## src/rtl/imem_loader.sv

```systemverilog
// imem_loader: byte-stream boot loader filling a DEPTH x 32 instruction memory, then releasing the core (optional checksum: IMEM_LOADER_CHECKSUM_EN)
module imem_loader #(
  parameter int i_addr_bits = 6
) (
  input  logic                   clk,
  input  logic                   rst_n,
  input  logic                   byte_valid,
  input  logic [7:0]             byte_data,
  output logic                   byte_ready,
  input  logic [i_addr_bits-1:0] i_mem_addr,
  output logic [31:0]            i_mem_data,
  output logic                   cpu_rst_n,
  output logic                   load_done,
  output logic                   load_err
);
  localparam int AW = i_addr_bits - 2;
  localparam int DEPTH = 1 << AW;
  typedef enum logic [2:0] {
    COUNT,
    LOAD,
`ifdef IMEM_LOADER_CHECKSUM_EN
    CHECK,
`endif
    RUN,
    ERROR
  } state_t;
`ifdef IMEM_LOADER_CHECKSUM_EN
  localparam state_t DONE = CHECK;
  logic [7:0] csum;
`else
  localparam state_t DONE = RUN;
`endif
  state_t state, state_d;
  logic [31:0] mem [DEPTH];
  logic [AW-1:0] word_cnt, last;
  logic [1:0] byte_idx;
  logic [23:0] partial;
  logic xfer, unused_addr;
  assign xfer = byte_valid & byte_ready;
  assign i_mem_data = mem[i_mem_addr[i_addr_bits-1:2]];
  assign load_done = cpu_rst_n;
  assign unused_addr = ^i_mem_addr[1:0];
  always_comb begin
    state_d = state;
    if (xfer)
      case (state)
        COUNT: state_d = byte_data == 8'd0 ? DONE : int'(byte_data) > DEPTH ? ERROR : LOAD;
        LOAD: state_d = byte_idx == 2'd3 && word_cnt == last ? DONE : LOAD;
`ifdef IMEM_LOADER_CHECKSUM_EN
        CHECK: state_d = byte_data == csum ? RUN : ERROR;
`endif
        default: state_d = state;
      endcase
  end
  always_ff @(posedge clk or negedge rst_n)
    if (!rst_n) begin
      state <= COUNT;
      byte_ready <= 1'b0;
      cpu_rst_n <= 1'b0;
      load_err <= 1'b0;
      word_cnt <= '0;
      last <= '0;
      byte_idx <= '0;
      partial <= '0;
`ifdef IMEM_LOADER_CHECKSUM_EN
      csum <= '0;
`endif
      for (int i = 0; i < DEPTH; i++) mem[i] <= '0;
    end else begin
      state <= state_d;
      byte_ready <= state_d != RUN && state_d != ERROR;
      cpu_rst_n <= state_d == RUN;
      load_err <= state_d == ERROR;
      if (xfer && state == COUNT) last <= AW'(byte_data - 8'd1);
      if (xfer && state == LOAD) begin
        byte_idx <= byte_idx + 2'd1;
        partial <= {byte_data, partial[23:8]};
`ifdef IMEM_LOADER_CHECKSUM_EN
        csum <= csum ^ byte_data;
`endif
        if (byte_idx == 2'd3) begin
          mem[word_cnt] <= {byte_data, partial};
          if (word_cnt != last) word_cnt <= word_cnt + 1'b1;
        end
      end
    end
endmodule

```

## config.mk

```make
export PLATFORM = sky130hd
export DESIGN_NAME = imem_loader
export DESIGN_NICKNAME = d
export VERILOG_FILES = /design/src/rtl/imem_loader.sv
export SDC_FILE = /design/constraint.sdc
export NUM_CORES = 1
export LEC_CHECK = 0
export ABC_AREA = 1
export ABC_CLOCK_PERIOD_IN_PS = 1450
export CORE_MARGIN = 2
export CORE_UTILIZATION = 45
export CTS_CLUSTER_SIZE = 10
export DETAILED_ROUTE_END_ITERATION = 16
export HOLD_SLACK_MARGIN = 0.15
export PLACE_DENSITY = 0.63
export SETUP_SLACK_MARGIN = 0.15
export SYNTH_ARGS = -nofsm -noshare
export SYNTH_HDL_FRONTEND = slang
export SYNTH_SLANG_ARGS = --single-unit
```

## constraint.sdc

```tcl
create_clock -name clk -period 1.45 [get_ports clk]
set_input_delay 0.2175 -clock clk [delete_from_list [all_inputs] [get_ports clk]]
set_output_delay 0.2175 -clock clk [all_outputs]
set_load 0.02 [all_outputs]
```

==> results.cfg <==
[drt]
drt_iter0_markers = 3122
ant_nets = 0
routed-wl-met2_mm = 47.6
num_vias = 24900
drc = 0
viasPerCell = 6.39
wl_mm = 113
wl_met1_mm = 39.1
top_layer_used = met5
drtPass1Iterations = 7
wl_met3_mm = 15.6
routedWlPerCell_um = 29.0

[timing]
finalHoldViolCount = 0
tightest_slew_ps = 790
max_slew_margin_pct = 47.3
rsz0062_at_grt = true
fmax_mhz = 467
layout_setup_ws_ps = -690
fin_crit_sh_pct = 148
skew_ps = 19.5
drv_slew = 0
finalSetupViolCount = 578
min_period_ps = 2140
holdWs_ps = 259

[global_routing]
antenna_found_initial = 1
grt_pass1_wl_mm = 141
first_global_vias = 22500
grt_start_max_net_pins = 77
overflow = 0
grt_use_total_pct = 33.0

[finish]
syn2layout_area_growth_pct = 46.9
nets = 3209
layout.cells.non_filler = 3891
regArea_um2 = 13800
multi_input_area_um2 = 12500
drive_above_1_share_pct = 37.1
fillers = 3810

[yosys]
synth_fp_nets = 2902
yosysWarnings = 0
seq_area_frac_synth_pct = 56.1
syn-mean-instance-area_um2 = 8.55
synth-seq-cells = 552
ys_types = 29
synthesis.instances = 2879
netlist_area_um2 = 24600

[cts]
clkLatencyLatePin_ps = 650
clock-sinks = 552
cts_tree = yes
clockBufferDepth = 3
root_buffer = clkbuf_16
cts_made_buffers = 61
cts-htree-levels = 2
path_clk_slew_ps = 60

[critical_path]
setup.worst_path.class = reg -> out
critPathArrivalTime_ps = 1920
cp_data_required_time_ps = 1230
r2r-start = state[1]$_DFF_PN0_
reg2reg_depth = 12
crit_fanout = 2
worstReg2RegEnd = mem[419]$_DFFE_PN0P_
rrSetupSlack_ps = -650
critPathCaptureType = output port
start_kind = register

[run_status]
violations = setup timing
status = complete, but fails checks

[floorplan]
die_y_um = 238
core_um2 = 53900
die_area_um2 = 56600
io_pins = 53
chipWidth_um = 238
start_util_pct = 45.7
num_rows = 85

[placement]
place_congestion = 0.832
portBuffers = 50
dp_cells = 3631
dpl.hpwl_mm = 46.2

[flow_run]
maxCapViolations = 0

[pwr]
powerDensity_nw_per_um2 = 878
irDropWorstVdd_uv = 1060
leakage_nw = 16.7

[hold_path]
hp-class = in -> async
==> report_power, final <==
part / switching [mW] / internal [mW] / total [mW]
Combinational: 1.75 / 0.936 / 2.68
Sequential: 0 / 15.4 / 15.4
Clock: 6.21 / 7.45 / 13.7
Total: 7.96 / 23.8 / 31.8
==> metrics by stage <==
stage | utilization [%] | setup TNS (ps) | instance area (um2) | power, mW | setup slack [ps]
after floorplan | - | -68130 | 25500 | 16.9 | -178
after global placement | 51.8 | -268870 | 27900 | 18.2 | -746
after detailed placement | 51.8 | -276800 | 27900 | 18.2 | -770
after CTS | 60.3 | -236770 | 32500 | 31.6 | -661
after global routing | 67.1 | -313530 | 36200 | 32.6 | -769
final | 67.1 | -276650 | 36200 | 31.8 | -690
==> cell type report <==
cell class	instances	area share [%]
Antenna cell	1	0.00692
Clock buffer	69	4.33
Clock inverter	2	0.0484
Inverter	53	0.585
Multi-Input combinational cell	2038	34.7
Sequential cell	552	38.2
Tap cell	696	2.41
Timing Repair Buffer	480	19.7
==> critical path, stage by stage (launching register included) <==
cell and delay (ps):
dfrtp_1 400, nor2_1 120, nor2_1 60, o21ai_0 70, o21ai_1 100, o211ai_1 220
nand2_2 140, buf_6 160
==> worst max-delay path by stage <==
stage                     cells after the start                   end            startpoint
after floorplan                               9  mem[506]$_DFFE_PN0P_    state[2]$_DFF_PN0_
after global placement                        9        i_mem_data[25]         i_mem_addr[2]
after detailed placement                     10         i_mem_data[4]         i_mem_addr[2]
after CTS                                     7        i_mem_data[19]  mem[211]$_DFFE_PN0P_
after global routing                          7        i_mem_data[30]  mem[478]$_DFFE_PN0P_
final                                         7        i_mem_data[27]  mem[475]$_DFFE_PN0P_
==> flip-flops by register name (all words and copies together), names as in the netlist <==
signal	count
mem	512
partial	24
last	4
word_cnt	4
state	3
byte_idx	2
byte_ready	1
cpu_rst_n	1
load_err	1
==> Yosys cell counts <==
| master | n | area, um2 |
|---|---|---|
| inv_2 | 1 | 3.75 |
| o21ai_2 | 20 | 175 |
| nand3_4 | 3 | 52.6 |
| o21ai_0 | 454 | 2270 |
| mux2_2 | 1 | 11.3 |
| nand2_1 | 597 | 2240 |
| xor2_1 | 5 | 43.8 |
| inv_1 | 49 | 184 |
| nor2_1 | 396 | 1490 |
| buf_1 | 14 | 52.6 |
| nor2_2 | 2 | 12.5 |
| clkbuf_1 | 130 | 488 |
| ha_1 | 6 | 75.1 |
| a21boi_0 | 1 | 7.51 |
| nand3_1 | 51 | 255 |
| buf_4 | 7 | 52.6 |
| nand2_2 | 10 | 62.6 |
| nand2_8 | 1 | 20.0 |
| clkinv_1 | 3 | 11.3 |
| nand4_1 | 1 | 6.26 |
| a21oi_1 | 3 | 15.0 |
| nand2_4 | 3 | 33.8 |
| nor2_8 | 5 | 100 |
| mux2i_1 | 1 | 10.0 |
| nand3_2 | 1 | 10.0 |
| o211ai_1 | 128 | 961 |
| o21ai_1 | 343 | 1720 |
| dfrtp_1 | 552 | 13800 |
| buf_2 | 91 | 455 |
==> layer usage <==
metal  global-route usage [%]  vias up
li1                         -    10300
met4                     17.9        2
met3                     6.52      692
met1                     43.8    12000
met5                        0        -
met2                     51.3     1865
==> cell families (layout without fill, tap and decap cells) <==
logic type,after synthesis,after routing,share of synthesized area [%]
fa+ha+maj,6,6,0.305
compound gates,949,949,20.9
buf+inv,295,604,5.07
simple gates,1070,1076,17.4
other cells,0,1,0
xor+xnor,5,5,0.178
mux,2,2,0.0864
flops,552,552,56.1
==> what timing repair did <==
action | 4_1_cts | 5_1_grt
setup endpoints to repair | 583 | 599
gates cloned | 53 | 61
setup buffers | 48 | 24
resized for setup | 529 | 597
pin swaps | 126 | 89
hold buffers | 2 | 0
hold endpoints to repair | 552 | 0
==> layout by cell type, fill, tap and decap left out, types with 3 or more instances in the layout <==
master,n
o211ai_1,128
nor2_2,10
nand3_4,4
buf_16,61
nor2_8,5
nand2_2,182
nor2_1,387
clkbuf_16,104
dfrtp_1,551
o21ai_2,237
ha_1,5
o21ai_1,367
nand2_8,18
inv_1,46
clkbuf_1,7
buf_6,63
nand2_1,231
o21ai_0,211
nand3_1,51
xor2_1,5
nand2_4,186
buf_4,192
buf_8,15
buf_12,93
a21oi_1,3
clkdlybuf4s50_1,9
Note: power is estimated with default switching activity, not from simulation.
